## src/rtl/instr_fetch_seq.sv

```systemverilog
// instr_fetch_seq: loads 32-bit instructions as two 16-bit halves (high half first)
// into a DEPTH-entry program buffer. On start it issues the stored program in order
// over a valid/ready handshake, then pulses done for one cycle.
// Optional feature macro: FETCH_HALT_EN. When it is defined, a stored word whose
// op field [31:27] is all ones acts as HALT and ends the program without being issued.
module instr_fetch_seq #(
   parameter int DEPTH = 16,
   parameter int AW    = 4
) (
   input  logic          clk,
   input  logic          sys_rst,
   input  logic          load_valid,
   output logic          load_ready,
   input  logic [15:0]   load_data,
   input  logic          clr,
   input  logic          start,
   output logic          issue_valid,
   input  logic          issue_ready,
   output logic [31:0]   issue_ir,
   output logic [AW-1:0] pc,
   output logic [AW:0]   prog_len,
   output logic          busy,
   output logic          done
);

   typedef enum logic [1:0] {S_IDLE, S_RUN, S_DONE} state_t;

   state_t        state, state_next;
   logic [31:0]   mem [DEPTH];
   logic [15:0]   hi;
   logic          half;
   logic          load_fire;
   logic          start_ok;
   logic          hs;
   logic          last;
   logic          first_halt;
   logic          next_halt;
   logic [AW-1:0] nxt_idx;

   assign load_ready  = (state == S_IDLE) && (prog_len < (AW+1)'(DEPTH));
   assign issue_valid = (state == S_RUN);
   assign busy        = (state != S_IDLE);
   assign done        = (state == S_DONE);

   // clr wins over a simultaneous load or start
   assign load_fire = load_valid && load_ready && !clr;
   assign start_ok  = (state == S_IDLE) && !clr && start &&
                      (prog_len != '0) && !half;
   assign hs        = issue_valid && issue_ready;
   assign last      = ({1'b0, pc} == (prog_len - (AW+1)'(1)));
   assign nxt_idx   = pc + AW'(1);

`ifdef FETCH_HALT_EN
   assign first_halt = (mem[0][31:27] == 5'b11111);
   assign next_halt  = (mem[nxt_idx][31:27] == 5'b11111);
`else
   assign first_halt = 1'b0;
   assign next_halt  = 1'b0;
`endif

   // State register
   always_ff @(posedge clk) begin
      if (sys_rst) begin
         state <= S_IDLE;
      end else begin
         state <= state_next;
      end
   end

   // Next-state decode: IDLE -> RUN (or DONE on an immediate HALT) -> DONE -> IDLE
   always_comb begin
      state_next = state;
      case (state)
         S_IDLE: begin
            if (start_ok) begin
               state_next = first_halt ? S_DONE : S_RUN;
            end
         end
         S_RUN: begin
            if (hs && (last || next_halt)) begin
               state_next = S_DONE;
            end
         end
         S_DONE: begin
            state_next = S_IDLE;
         end
         default: begin
            state_next = S_IDLE;
         end
      endcase
   end

   // Program buffer write; contents are not reset, prog_len gates visibility
   always_ff @(posedge clk) begin
      if (load_fire && half) begin
         mem[prog_len[AW-1:0]] <= {hi, load_data};
      end
   end

   // Loader bookkeeping and issue register / program counter
   always_ff @(posedge clk) begin
      if (sys_rst) begin
         hi       <= '0;
         half     <= 1'b0;
         prog_len <= '0;
         pc       <= '0;
         issue_ir <= '0;
      end else begin
         if (state == S_IDLE) begin
            if (clr) begin
               prog_len <= '0;
               half     <= 1'b0;
            end else if (load_fire) begin
               half <= ~half;
               if (!half) begin
                  hi <= load_data;
               end else begin
                  prog_len <= prog_len + (AW+1)'(1);
               end
            end
            if (start_ok) begin
               pc       <= '0;
               issue_ir <= mem[0];
            end
         end else if (state == S_RUN) begin
            // pc only advances onto a word that will actually be presented
            if (hs && !last && !next_halt) begin
               pc       <= nxt_idx;
               issue_ir <= mem[nxt_idx];
            end
         end
      end
   end

endmodule
```

## config.mk

```make
export PLATFORM = sky130hd
export DESIGN_NAME = instr_fetch_seq
export DESIGN_NICKNAME = d
export VERILOG_FILES = /design/src/rtl/instr_fetch_seq.sv
export SDC_FILE = /design/constraint.sdc
export NUM_CORES = 1
export LEC_CHECK = 0
export ABC_AREA = 1
export CORE_MARGIN = 4
export CORE_UTILIZATION = 51
export DETAILED_ROUTE_END_ITERATION = 16
export PLACE_DENSITY = 0.68
export SLEW_MARGIN = 25
export SYNTH_ARGS = -nofsm -noshare
export SYNTH_HDL_FRONTEND = slang
export SYNTH_SLANG_ARGS = --single-unit
export TNS_END_PERCENT = 20
```

## constraint.sdc

```tcl
create_clock -name clk -period 6.1 [get_ports clk]
set_clock_uncertainty 0.15 [all_clocks]
set_input_delay 0.915 -clock clk [delete_from_list [all_inputs] [get_ports clk]]
set_output_delay 0.915 -clock clk [all_outputs]
set_load 0.005 [all_outputs]
```

# Word level (Yosys, flattened, before mapping)
# Memory sizes are Yosys's and may differ from the RTL's.
# Index checks and enable logic that the tools add are counted.
# word_totals
register_bits,60
ram_bits,512
out_inout_bits,45
elab_cells,62
mem_count,1
# memory_table
name,words,width,read_ports,rd_clocked_by_memory_dff,write_ports,line_no,text
mem,16,32,2,0,1,29,logic [31:0] mem [DEPTH];
# op_classes
add_sub_neg,3
n_lt_le_gt_ge,1
eq_ne,5
mux,18
bitwise,2
n_reduce_logical,26
# op_table
op,n
32-bit two-way mux,4
4-bit two-way mux,4
5-bit two-way mux,3
1-bit logical AND,11
2-bit nonzero test,5
3-bit AND reduction,2
"5-bit by 1-bit adder with 5-bit output, second input constant",1
4-bit by 5-bit equality test with 1-bit output,1
"5-bit less-than comparator, second input constant",1
5-bit nonzero test,1
"5-bit by 1-bit subtractor with 5-bit output, second input constant",1
"4-bit by 1-bit adder with 4-bit output, second input constant",1
1-bit two-way mux,4
2-bit two-way mux,2
2-bit one-hot mux with 2 select lines,1
2-bit AND reduction,2
4-bit AND reduction,1
1-bit logical NOT,3
"2-bit by 1-bit equality test with 1-bit output, second input constant",1
"2-bit equality test, second input constant",1
2-bit logical NOT,1
"2-bit by 1-bit inequality test with 1-bit output, second input constant",1
"2-bit inequality test, second input constant",1
1-bit NOT,2

# Depth between registers and ports, before layout
# Gate-level depths: netlist (run 1).
# depth
word_depth,7
depth_mapped,15
mapped_depth_nobuf,14

# Worst setup path after synthesis (run 1)
# OpenSTA, ideal clock, no wires.
# synth_timing
kind,input -> register
from,input port load_valid
to,memory mem[0][0] (enable)
t_arrival_ps,2938
setup_slack_ps,2591
path_stages,5
path_cell_list,and3_1 inv_1 nor3_1 nand2_1 nor2_1
# synth_via
elab_chain_cells,5
# synth_rtl
item,line_no,text
start: declaration,12,"input logic load_valid,"
1-bit logical AND (2 in series),46,assign load_fire = load_valid && load_ready && !clr;
1-bit logical AND,95,if (load_fire && half) begin
1-bit two-way mux,95,
1-bit two-way mux (not written as such),96,"mem[prog_len[AW-1:0]] <= {hi, load_data};"
end: declaration,29,
# No other way between the ends.

# Worst setup path after layout (run 1)
# layout_timing
from,register state[1]
to,output port load_ready
# layout_via
elab_chain_cells,2
# layout_rtl
item,line_no,text
start: declaration,28,"state_t state, state_next;"
start signal: assignment,66,state <= state_next;
2-bit logical NOT,40,assign load_ready = (state == S_IDLE) && (prog_len < (AW+1)'(DEPTH));
1-bit logical AND,40,
end: declaration,13,"output logic load_ready,"
# No other way between the ends.

==> impl.org, run 1 <==
** Global route
- The via count of the first global-routing pass was 16600.
- Initial antenna violation count :: 0
- Total routing usage reported by global routing :: 0.234
- Entering global routing, the biggest net connects 102 pins.
- The total overflow left after global routing is 0.
- Wire length of the first global-routing pass :: 93200 um

** Setup path
- Kind of launch point of the worst setup path :: register
- Depth of the worst register-to-register path :: 11
- Reg2Reg Launch Point :: pc[0]$_SDFFE_PP0P_
- In this run the worst path has a maximum fanout of 67.
- Reg-to-reg critical path endpoint :: issue_ir[22]$_SDFFE_PP0P_
- Arrival time worst endpoint :: 2.49 ns
- The worst setup path is of the register to output pin kind.
- Setup slack on the worst reg-to-reg path comes out at 2.58 ns.
- For the worst setup path, the data required time is 5.03 ns.
- The worst setup path is captured at an output pin.

** Synthesis
- Main area contributors after synthesis :: sky130_fd_sc_hd__edfxtp_1 63%, sky130_fd_sc_hd__nand2_1 14%, sky130_fd_sc_hd__nand3_1 6.8%
- Number of distinct standard cells referenced by the synthesized netlist :: 28
- Among all flip-flop cells after synthesis, the most frequent one is sky130_fd_sc_hd__edfxtp_1.
- Post-synth top area share :: 0.627
- In this run, synthesis produced a sequential element count of 572.
- Of all flip-flops after synthesis, the portion carrying an async set or reset was 0.
- The number of nets in the synthesized netlist is 2477.
- Post-synth design cell area :: 0.0245 mm^2
- Share of synthesized area occupied by flip-flops and latches :: 0.676
- The synthesized design contains 512 enable-type register cells.
- After synthesis, the most frequently instantiated cells are 900 x sky130_fd_sc_hd__nand2_1, 512 x sky130_fd_sc_hd__edfxtp_1, 334 x sky130_fd_sc_hd__nand3_1.
- By instance count, the leading cell after synthesis is sky130_fd_sc_hd__nand2_1.
- Summed over all instances, the cell type with the most area after synthesis is sky130_fd_sc_hd__edfxtp_1.
- Synth warn :: 0
- Synthesized netlist cell count :: 2450
- After synthesis, the mean cell area works out to 10.0 um^2.

** Placed design
- In this run the tool buffered the top-level ports with 66 buffer cells.
- Routability-driven placement finished with a final weighted congestion of 0.815.
- The number of placed instances, taps included, is 3034.
- Final HPWL DP :: 33200 um

** Power
- Maximum vdd ir drop :: 254 uV
- Dividing total power by cell area gives a power density of 298 mW/mm^2.
- Leakage power total :: 0.0114 uW

** Layout
- Area added between synthesis and finish :: 14.0%
- Number of diodes added for antenna fixing :: 0
- Of the cells placed in the final design, the portion with a size suffix greater than 1 is 0.0614.
- The finished layout holds 3141 standard cells, fillers aside.
- The net count of the finished layout is 2505.
- Filler Cell Count :: 3893

** Route
- For this run, the detailed router's first-pass iteration total came to 6.
- After the first detailed-routing iteration, the DRC count stood at 1494.
- Post-Route WL :: 60000 um
- After detailed routing, the number of remaining DRC violations is 0.
- The final route contains 16800 vias.
- Number of nets still failing antenna checks after routing :: 0
- Average vias per placed instance :: 5.35
- Dividing the detail-routed wire length by the instance count gives 19.1 um.

** STA
- Max-slew violation total from the final report :: 0
- Counting I/O delays and the setup requirement, the final critical path takes 3.55 ns.
- Least-Margin Pin Slew :: 0.980 ns
- Setup repair after global routing left no endpoint under its margin.
- The count of final hold-check violations came to 0.
- Portion of the clock cycle consumed by the worst path in the final layout :: 0.582
- In this run the tightest slew margin relative to its limit is 0.347.
- For the final routed database, the setup TNS stands at 0 ns.
- Timing would allow up to 282 MHz.
- Setup violations remaining at the end of the flow were counted as 0.

** Clock tree
- Clock-pin slew was measured on the worst setup and hold paths at 0.06 ns.
- Largest buffer count on any clock path :: 3
- The clock tree synthesis step divided the H-tree into 2 levels.
- Counting the buffers created by CTS gives 57.
- Sink Count :: 572
- Hold bufs inserted after CTS :: 0
- Clock tree from TritonCTS :: done
- The tree is rooted in a sky130_fd_sc_hd__clkbuf_16.
- Post-CTS Setup Inserts :: 0
- Clock latency on the worst-skew pair, taken at its later pin, is 0.61 ns.
- After clock tree synthesis, the repair step resized 0 gates.

** Die
- During I/O placement, the number of pins put on the boundary was 67.
- Horiz. Die Dim :: 227 um
- For this configuration, the core starts out at a cell density of 0.514.
- Number of rows created at floorplan :: 80
- Die Y-Extent :: 227 um
- Area of the core region :: 0.0476 mm^2
- The floorplan step defined a die boundary enclosing 0.0516 mm^2.

** Flow run
- The tool flagged a number of max-cap violations equal to 0.

** Outcome
- Status :: finished, final reports clean

** Worst hold path
- Worst min-delay path startpoint :: half$_SDFFE_PP0P_
- End point of the worst hold path :: half$_SDFFE_PP0P_
- The worst hold path passes through 2 cells.
- The worst hold path belongs to the class register to register.
## kinds of logic (layout without fill, tap and decap cells)
kind of cell             count (synthesis)  in the layout  synth area share
AND/OR/NAND/NOR                       1399           1399             0.238
adder cells (fa/ha/maj)                  5              5           0.00255
AO/OA/AOI/OAI                           63             63            0.0130
flip-flops                             572            572             0.676
XOR/XNOR                                 3              3           0.00168
buffers and inverters                  408            484            0.0687
## state kept, by name, summed over array words and instances (netlist names)
register,flops
mem,512
issue_ir,32
hi,16
prog_len,5
pc,4
state,2
half,1
## routing by layer
metal	GRT usage	routed length (um)	vias up
li1	-	-	8046
met1	0.303	24300	8087
met2	0.405	29900	546
met3	0.0315	3630	128
met4	0.0904	2140	0
met5	0	0	-
## worst max-delay path, stage by stage, from the launching register on
cell and delay [ns]:
sky130_fd_sc_hd__dfxtp_1 0.34, sky130_fd_sc_hd__nor2_4 0.12, sky130_fd_sc_hd__buf_4 0.66, sky130_fd_sc_hd__inv_1 0.13, sky130_fd_sc_hd__nor2_1 0.12, sky130_fd_sc_hd__clkdlybuf4s50_1 0.50
## how the worst max path moves through the flow
stage	start	endpoint	slack, ns	depth (start not counted)
finish	state[1]$_SDFFE_PP0P_	load_ready	2.55	5
global route	pc[0]$_SDFFE_PP0P_	issue_ir[22]$_SDFFE_PP0P_	2.31	11
CTS	state[1]$_SDFFE_PP0P_	load_ready	2.51	5
detailed placement	load_valid	mem[0][6]$_DFFE_PP_	2.14	7
global placement	load_valid	mem[3][12]$_DFFE_PP_	2.03	6
floorplan	load_valid	mem[0][0]$_DFFE_PP_	2.59	5
## cell type report
cell class	count	area, um^2	area share
Sequential cell	572	16600	0.594
Multi-Input combinational cell	1470	6430	0.230
Clock buffer	72	1580	0.0564
Timing Repair Buffer	97	1080	0.0387
Inverter	280	1060	0.0380
Tap cell	615	769	0.0276
Clock inverter	35	432	0.0155
## stage by stage
stage / setup slack [ns] / area [um^2] / util / hold slack, ns / power, uW
after floorplan: 2.59 / 24500 / - / 0.295 / 4560
after global placement: 2.03 / 25700 / 0.539 / 0.318 / 4690
after detailed placement: 2.14 / 25900 / 0.544 / 0.343 / 4700
after CTS: 2.51 / 27900 / 0.586 / 0.351 / 8380
after global routing: 2.31 / 27900 / 0.586 / 0.390 / 8580
final: 2.55 / 27900 / 0.586 / 0.358 / 8330
## where the power goes
part / switching (uW) / total [uW] / internal, uW
logic: 173 / 262 / 88.1
clock network: 1470 / 3720 / 2250
registers: 51.8 / 4350 / 4300
total: 1700 / 8330 / 6630
## layout by cell type, fill, tap and decap left out, types with 3 or more instances in the layout
| master | synthesis | final |
|---|---|---|
| sky130_fd_sc_hd__nor2_1 | 122 | 106 |
| sky130_fd_sc_hd__a21oi_1 | 43 | 43 |
| sky130_fd_sc_hd__nor3_1 | 3 | 3 |
| sky130_fd_sc_hd__buf_4 | 11 | 19 |
| sky130_fd_sc_hd__nand3_1 | 334 | 334 |
| sky130_fd_sc_hd__clkbuf_16 | 0 | 59 |
| sky130_fd_sc_hd__inv_1 | 276 | 274 |
| sky130_fd_sc_hd__clkinv_2 | 0 | 13 |
| sky130_fd_sc_hd__ha_1 | 5 | 4 |
| sky130_fd_sc_hd__bufinv_16 | 0 | 10 |
| sky130_fd_sc_hd__clkinv_1 | 0 | 8 |
| sky130_fd_sc_hd__clkbuf_8 | 0 | 5 |
| sky130_fd_sc_hd__o21ai_0 | 18 | 18 |
| sky130_fd_sc_hd__edfxtp_1 | 512 | 512 |
| sky130_fd_sc_hd__nor2_4 | 0 | 17 |
| sky130_fd_sc_hd__nand3b_1 | 32 | 32 |
| sky130_fd_sc_hd__clkdlybuf4s50_1 | 0 | 66 |
| sky130_fd_sc_hd__buf_16 | 0 | 7 |
| sky130_fd_sc_hd__clkbuf_1 | 36 | 8 |
| sky130_fd_sc_hd__inv_2 | 4 | 3 |
| sky130_fd_sc_hd__nand2_1 | 900 | 900 |
| sky130_fd_sc_hd__inv_6 | 0 | 3 |
| sky130_fd_sc_hd__buf_8 | 0 | 3 |
| sky130_fd_sc_hd__dfxtp_1 | 60 | 59 |
No activity file was read; power rests on OpenSTA's default activity.
==> run 2, diff against run 1 <==
--- a/config.mk
+++ b/config.mk
@@ -9,7 +9,7 @@
 export CORE_MARGIN = 4
 export CORE_UTILIZATION = 51
 export DETAILED_ROUTE_END_ITERATION = 16
-export PLACE_DENSITY = 0.68
+export PLACE_DENSITY = 0.7
 export SLEW_MARGIN = 25
 export SYNTH_ARGS = -nofsm -noshare
 export SYNTH_HDL_FRONTEND = slang
==> constraint.sdc (replaced) <==
create_clock -name clk -period 3 [get_ports clk]
set_clock_uncertainty 0.15 [all_clocks]
set_input_delay 0.45 -clock clk [delete_from_list [all_inputs] [get_ports clk]]
set_output_delay 0.45 -clock clk [all_outputs]
set_load 0.005 [all_outputs]
==> impl.org, run 2 (same netlist as run 1, synthesis figures left out) <==
** Outcome
- Status :: finished, final reports clean

** STA
- Timing would allow up to 359 MHz.
- Setup repair after global routing left no endpoint under its margin.
- At the pin with the least slew margin, the transition time is 1.07 ns.
- Worst setup margin :: 0.214 ns
- Final hold violations :: 0
- Dividing the final minimum period by the clock period gives 0.929.
- Normalized max-slew margin :: 0.283
- In the final timing run, aggregate negative setup slack is 0 ns.
- The final max-slew violation count came to 0.
- Setup violations remaining at the end of the flow were counted as 0.
- For the finished layout, the period the worst path requires is 2.79 ns.

** Setup path
- The worst setup path is launched from a register.
- On the critical path the largest part of the delay comes from buffers and inverters.
- Sequence of cells on the critical path :: nor2_4, buf_4, inv_1, nor2_1, clkdlybuf4s50_1
- Maximum fanout along the worst path :: 35
- The critical path in this run is classified as register to output pin.
- Master of the slowest instance on the critical path :: sky130_fd_sc_hd__clkdlybuf4s50_1
- Delay of the slowest cell on the worst path :: 0.50 ns
- Worst Path Buf+Inv :: 3
- CP Data Required Time :: 2.40 ns
- STA classifies the critical path endpoint as an output pin.
- Data on the critical path arrives at its endpoint at 2.19 ns.

** Clock tree
- Number of H-tree levels :: 2
- Clock tree from TritonCTS :: done
- Post-CTS Setup Inserts :: 0
- Largest buffer count on any clock path :: 3
- Clk slew on worst S/H paths :: 0.06 ns
- Hold bufs inserted after CTS :: 0
- The number of clock buffers added by TritonCTS is 58.
- The number of gates resized after CTS was 0.
- Root cell of the clock tree :: sky130_fd_sc_hd__clkbuf_16
- The later pin in the worst-skew pair is clocked with a latency of 0.62 ns.
- The clock net in this run drives a total of 572 sinks.

** Layout
- Compared with the post-synthesis result, the final layout area differs by 15.5%.
- Of the cells placed in the final design, the portion with a size suffix greater than 1 is 0.0742.
- The top cell types in the final layout, fill and taps aside, are 900 x sky130_fd_sc_hd__nand2_1, 512 x sky130_fd_sc_hd__edfxtp_1, 334 x sky130_fd_sc_hd__nand3_1.
- Filler Cell Count :: 3850
- Across the whole layout, storage elements account for 0.0166 mm^2.
- Post-route cell area :: 0.0283 mm^2
- Max FFs per register :: 512
- In the final layout, the multi-input gates occupy 0.00643 mm^2.
- Most common library cell in the layout ignoring fill and taps :: sky130_fd_sc_hd__nand2_1
- Net count of the finished layout :: 2550
- Once layout is complete, the utilization of the core stands at 0.594.
- Number of diodes added for antenna fixing :: 0

** Power
- Internal power :: 13100 uW
- Maximum vdd ir drop :: 483 uV
- Reg power frac :: 0.533
- For this design the ratio of total power to cell area is 588 mW/mm^2.
- The share of total power dissipated in the clock network is 0.432.
- For this design the total switching power over the nets is 3550 uW.
- Of the total power, the share spent switching nets is 0.213.
- Leakage power total :: 0.0116 uW
- Of the total power, combinational logic draws 0.035.

** Global route
- The global routing stage identified its most utilized layer as met2.
- Global routing finished with a remaining overflow of 0.
- Wire length of the first global-routing pass :: 98100 um
- The number of antenna violations at the first check in global routing is 1.
- For this run, the total global-route usage over all layers was measured as 0.249.
- Number of global-route vias before repair :: 16900
- Routing usage on met1 :: 0.324
- Maximum number of pins on one net before global-route repair :: 191
- For met3 alone, demand over resource in global routing was 0.0371.
- In the global route stage, met2 resource usage came out at 0.421.

** Route
- Number of search-and-repair iterations in the first detailed-routing pass :: 6
- DRC violation count after routing :: 0
- Number of nets still failing antenna checks after routing :: 0
- Drt wl/cell :: 20.2 um
- Vias post-DR :: 17300
- Average vias per placed instance :: 5.41
- DR iter-0 viols :: 1961
- The routed design has 64400 um of wire.

** Die
- Area of the core region :: 0.0476 mm^2
- The floorplan has 80 rows.
- Pin placement for this block handled 67 I/O pins.
- Die Y-Extent :: 227 um
- Initial standard-cell utilization of the core :: 0.514
- Full die area :: 0.0516 mm^2
- Horiz. Die Dim :: 227 um

** Flow run
- MaxCap Viol Count :: 0

** Placed design
- Summed over all nets, the half-perimeter wirelength after detailed placement is 39200 um.
- Placed standard-cell area :: 0.0264 mm^2
- Place WS :: 0.423 ns
- Routability-driven placement finished with a final weighted congestion of 0.855.
- Count of input and output buffers :: 66

** Worst hold path
- In this run the worst hold path is classified as input port to register.
## run 2: cell types whose count changed in the layout (fill, tap and decap cells not counted), sizes merged
cell      change
clkinvlp      +3
clkbuf        -3
clkinv        +4
buf          +44
inv           +2
bufinv        -3
## run 2: area by class of cell
| type | instances | share of cell area |
|---|---|---|
| multi-input cells | 1470 | 0.227 |
| inverters | 280 | 0.0374 |
| clock inverters | 41 | 0.0140 |
| clock buffers | 69 | 0.0527 |
| repair buffers | 141 | 0.0560 |
| well taps | 615 | 0.0272 |
| flip-flops and latches | 572 | 0.586 |
## run 2: layer usage
metal / vias to the layer above / wire length [um]
li1: 8144 / -
met1: 8278 / 25300
met4: 0 / 3010
met2: 687 / 31600
met5: - / 0
met3: 148 / 4460
## run 2: worst paths after layout
path                            start                         to  depth (start not counted)  slack (ns)
max reg2reg  prog_len[1]$_SDFFE_PP0P_  issue_ir[29]$_SDFFE_PP0P_                         13        0.45
min reg2reg         half$_SDFFE_PP0P_          half$_SDFFE_PP0P_                          2        0.34
min                       issue_ready      state[1]$_SDFFE_PP0P_                          3        0.33
max             state[1]$_SDFFE_PP0P_                 load_ready                          5        0.21
## run 2: through the flow
stage / cells / total power, uW / hold slack [ns]
2_1_floorplan: 2450 / 9260 / 0.295
3_3_place_gp: 3078 / 9600 / 0.311
3_5_place_dp: 3078 / 9620 / 0.323
4_1_cts: 3188 / 16700 / 0.300
5_1_grt: 3188 / 17100 / 0.341
6_report: 3188 / 16600 / 0.329
## run 2: power by group through the flow
stage | Sequential, uW | Combinational (uW) | Clock (uW)
after floorplan | 8970 | 299 | 0
after global placement | 9040 | 567 | 0
after detailed placement | 9040 | 577 | 0
after CTS | 8870 | 581 | 7290
after global routing | 8870 | 636 | 7610
final | 8870 | 579 | 7190
## run 2: tightest hold or removal path, cell delays in order
cell                              delay [ns]
sky130_fd_sc_hd__clkdlybuf4s50_1        0.42
sky130_fd_sc_hd__nand2_1                0.10
sky130_fd_sc_hd__nor3_1                 0.06
==> run 3, diff against run 2 <==
--- a/config.mk
+++ b/config.mk
@@ -5,11 +5,12 @@
 export SDC_FILE = /design/constraint.sdc
 export NUM_CORES = 1
 export LEC_CHECK = 0
-export ABC_AREA = 1
+export ABC_AREA = 0
 export CORE_MARGIN = 4
 export CORE_UTILIZATION = 51
+export CTS_CLUSTER_SIZE = 40
 export DETAILED_ROUTE_END_ITERATION = 16
-export PLACE_DENSITY = 0.7
+export PLACE_DENSITY = 0.68
 export SLEW_MARGIN = 25
 export SYNTH_ARGS = -nofsm -noshare
 export SYNTH_HDL_FRONTEND = slang
==> constraint.sdc (replaced) <==
create_clock -name clk -period 3.4 [get_ports clk]
set_clock_uncertainty 0.15 [all_clocks]
set_input_delay 0.51 -clock clk [delete_from_list [all_inputs] [get_ports clk]]
set_output_delay 0.51 -clock clk [all_outputs]
set_load 0.005 [all_outputs]
==> impl.org, run 3 <==
** Global route
- Number of global-route vias before repair :: 11700
- Entering global routing, the biggest net connects 77 pins.
- Wire length of the first global-routing pass :: 77200 um
- The number of antenna violations at the first check in global routing came to 0.
- After global routing the overflow that remains totals 0.
- In the global route stage, overall resource usage came out at 0.223.

** STA
- Counting I/O delays and the setup requirement, the final critical path takes 3.12 ns.
- Setup repair after global routing left no endpoint under its margin.
- Portion of the clock cycle consumed by the worst path in the final layout :: 0.917
- Setup-failing EPs final :: 0
- Max-slew violation total from the final report :: 0
- Normalized max-slew margin :: 0.459
- Timing-limited maximum frequency :: 321 MHz
- Worst setup margin :: 0.282 ns
- The count of final hold-check violations came to 0.
- At the pin with the least slew margin, the transition time is 0.812 ns.

** Synthesis
- The number of nets handed over by synthesis was 1109.
- Number of distinct standard cells referenced by the synthesized netlist :: 46
- Most common cell in the synthesized netlist :: sky130_fd_sc_hd__edfxtp_1
- Main area contributors after synthesis :: sky130_fd_sc_hd__edfxtp_1 69%, sky130_fd_sc_hd__mux4_2 14%, sky130_fd_sc_hd__dfxtp_1 5.4%
- Largest area contributor in the netlist :: sky130_fd_sc_hd__edfxtp_1
- By count the netlist is led by 512 x sky130_fd_sc_hd__edfxtp_1, 134 x sky130_fd_sc_hd__mux4_2, 60 x sky130_fd_sc_hd__dfxtp_1.
- Synthesized netlist cell count :: 1082
- Main synth FF type :: sky130_fd_sc_hd__edfxtp_1
- After synthesis the cells add up to 0.0222 mm^2.
- Yosys printed 0 warnings.
- Number of enable-type register cells in the synthesized netlist :: 512
- Averaged over all synthesized cells, the footprint is 20.5 um^2.
- Post-synthesis register bit count :: 572
- Share of synthesized area occupied by flip-flops and latches :: 0.747
- Async set or reset register ratio after synthesis :: 0
- Post-synth top area share :: 0.693

** Die
- Area of the core region :: 0.0431 mm^2
- In this run the horizontal extent of the chip is 217 um.
- Full die area :: 0.0469 mm^2
- For this design the top-level I/O count stands at 67.
- Measured along the y axis, the die boundary spans 217 um.
- Number of rows created at floorplan :: 76
- For this configuration, the core starts out at a cell density of 0.515.

** Worst hold path
- The worst hold path begins at sys_rst.
- The min-delay analysis places its worst path in the category input port to register.

** Layout
- Of the cells placed in the final design, the portion with a size suffix greater than 1 is 0.283.
- Leaving out fill and tap cells, the most frequent cell in the layout is sky130_fd_sc_hd__edfxtp_1.
- Relative to the synthesized area, the layout overhead comes to 16.2%.
- Post-route cell area :: 0.0258 mm^2
- In the layout the commonest cells are 512 x sky130_fd_sc_hd__edfxtp_1, 134 x sky130_fd_sc_hd__mux4_2, 65 x sky130_fd_sc_hd__clkdlybuf4s50_1.
- The register with the most flip-flops in the layout has 512 of them.
- Net count of the finished layout :: 1223
- Number of cells in the finished layout apart from fillers :: 1828
- Number of diodes added for antenna fixing :: 0

** Setup path
- The largest single stage delay on the critical path is 0.53 ns.
- Category of the most critical setup path :: register to register
- Critical path startpoint :: prog_len[1]$_SDFFE_PP0P_
- Maximum fanout along the worst path :: 19
- Type of destination of the critical path :: register
- Data on the critical path is required at its endpoint by 3.75 ns.
- The worst setup path is launched from a register.
- Walking the worst path, the cells encountered are inv_1, ha_1, o21ba_2, a221oi_1, o2111a_1, o21ai_2, buf_4, a311oi_1.
- The slowest stage of the critical path is the sky130_fd_sc_hd__a221oi_1 cell.
- Reg2Reg Launch Point :: prog_len[1]$_SDFFE_PP0P_
- Data on the critical path arrives at its endpoint at 3.47 ns.

** Clock tree
- Worst-skew pair later-pin latency :: 0.61 ns
- Post-cts repair resize count :: 0
- Sink Count :: 572
- Post-CTS Setup Inserts :: 0
- For this design, the CTS-stage hold fixing added 0 buffers.
- Number of buffers created by CTS :: 56
- The clock passes through at most 3 buffers.
- In this run the number of H-tree levels came out at 2.
- Clk slew on worst S/H paths :: 0.06 ns
- Clock tree from TritonCTS :: done
- CTS placed an instance of sky130_fd_sc_hd__clkbuf_16 at the clock tree root.

** Power
- Maximum vdd ir drop :: 375 uV
- The analysis attributes to cell leakage a power of 0.00790 uW.
- Total power density per cell area :: 539 mW/mm^2
- Summing internal, switching and leakage power gives 13900 uW.

** Placed design
- Count of input and output buffers :: 66
- Placed standard-cell area :: 0.0240 mm^2
- Placed Instances :: 1723
- Final HPWL DP :: 29700 um
- Final weighted congestion of routability-driven global placement :: 0.739
- At the placement stage, the worst setup path has a slack of 0.313 ns.

** Route
- Drt wl/cell :: 28.2 um
- Average vias per placed instance :: 6.16
- In this run, the number of DRC markers left after iteration 0 of detailed routing was 1296.
- The first detailed-routing pass took 7 iterations.
- Wires add up to 51500 um.
- After detailed routing, the number of remaining DRC violations is 0.
- Number of nets still failing antenna checks after routing :: 0
- Vias post-DR :: 11300

** Flow run
- MaxCap Viol Count :: 0

** Outcome
- Status :: finished, final reports clean
[run 3: cell count changes in the layout (fill, tap and decap cells not counted), moves of 7 or more]
cell | previous run | this run
sky130_fd_sc_hd__a211oi_1 | 0 | 59
sky130_fd_sc_hd__a21oi_1 | 43 | 21
sky130_fd_sc_hd__a222oi_1 | 0 | 26
sky130_fd_sc_hd__buf_12 | 29 | 16
sky130_fd_sc_hd__clkinv_1 | 16 | 9
sky130_fd_sc_hd__inv_1 | 274 | 3
sky130_fd_sc_hd__mux2_2 | 0 | 52
sky130_fd_sc_hd__mux4_2 | 0 | 134
sky130_fd_sc_hd__nand2_1 | 900 | 52
sky130_fd_sc_hd__nand3_1 | 334 | 6
sky130_fd_sc_hd__nand3b_1 | 32 | 0
sky130_fd_sc_hd__nor2_1 | 106 | 9
sky130_fd_sc_hd__o21ai_0 | 18 | 2
[run 3: metrics by stage]
step | hold slack [ns] | util | setup TNS (ns)
global route | 0.329 | 0.599 | 0
detailed placement | 0.382 | 0.558 | 0
finish | 0.292 | 0.599 | 0
floorplan | 0.322 | - | -36.80
CTS | 0.260 | 0.599 | 0
global placement | 0.367 | 0.558 | 0
[run 3: cell families after synthesis]
family	count (synthesis)	synth area share
AO/OA/AOI/OAI	128	0.0445
XOR/XNOR	9	0.00355
adder cells (fa/ha/maj)	5	0.00282
buffers and inverters	75	0.0188
flip-flops	572	0.747
multiplexers	186	0.162
AND/OR/NAND/NOR	107	0.0214
[run 3: final cells by class]
class / count / area (um^2)
well taps: 585 / 732
multi-input cells: 435 / 5380
repair buffers: 126 / 1310
inverters: 5 / 18.8
clock inverters: 30 / 280
flip-flops and latches: 572 / 16600
clock buffers: 75 / 1490
fillers: 3092 / 17300
[run 3: report_power, final]
part | switching (uW) | total (uW) | leakage [uW] | internal, uW
logic | 132 | 212 | 0.00190 | 79.5
clock network | 2590 | 5990 | 0.000870 | 3400
registers | 47.7 | 7710 | 0.00513 | 7660
total | 2770 | 13900 | 0.00790 | 11100
[run 3: worst max-delay path, delay by kind of cell, from the launching register on]
kind            cells  cell delay (ns)
fa+ha+maj           1             0.30
flops               1             0.42
compound gates      5             1.68
buf+inv             2             0.45
[run 3: routing by layer]
metal | vias to the layer above | track usage | wire length (um)
li1 | 4780 | - | -
met1 | 5912 | 0.312 | 20500
met2 | 488 | 0.368 | 25800
met3 | 76 | 0.0369 | 4030
met4 | 0 | 0.0597 | 1140
met5 | - | 0 | 0
[run 3: path summary, 6_finish.rpt]
check	to	slack [ns]	cells past startpoint
setup reg to reg	issue_ir[7]$_SDFFE_PP0P_	0.28	8
hold / removal	prog_len[1]$_SDFFE_PP0P_	0.29	2
hold reg to reg	half$_SDFFE_PP0P_	0.40	2
setup / recovery	issue_ir[7]$_SDFFE_PP0P_	0.28	8
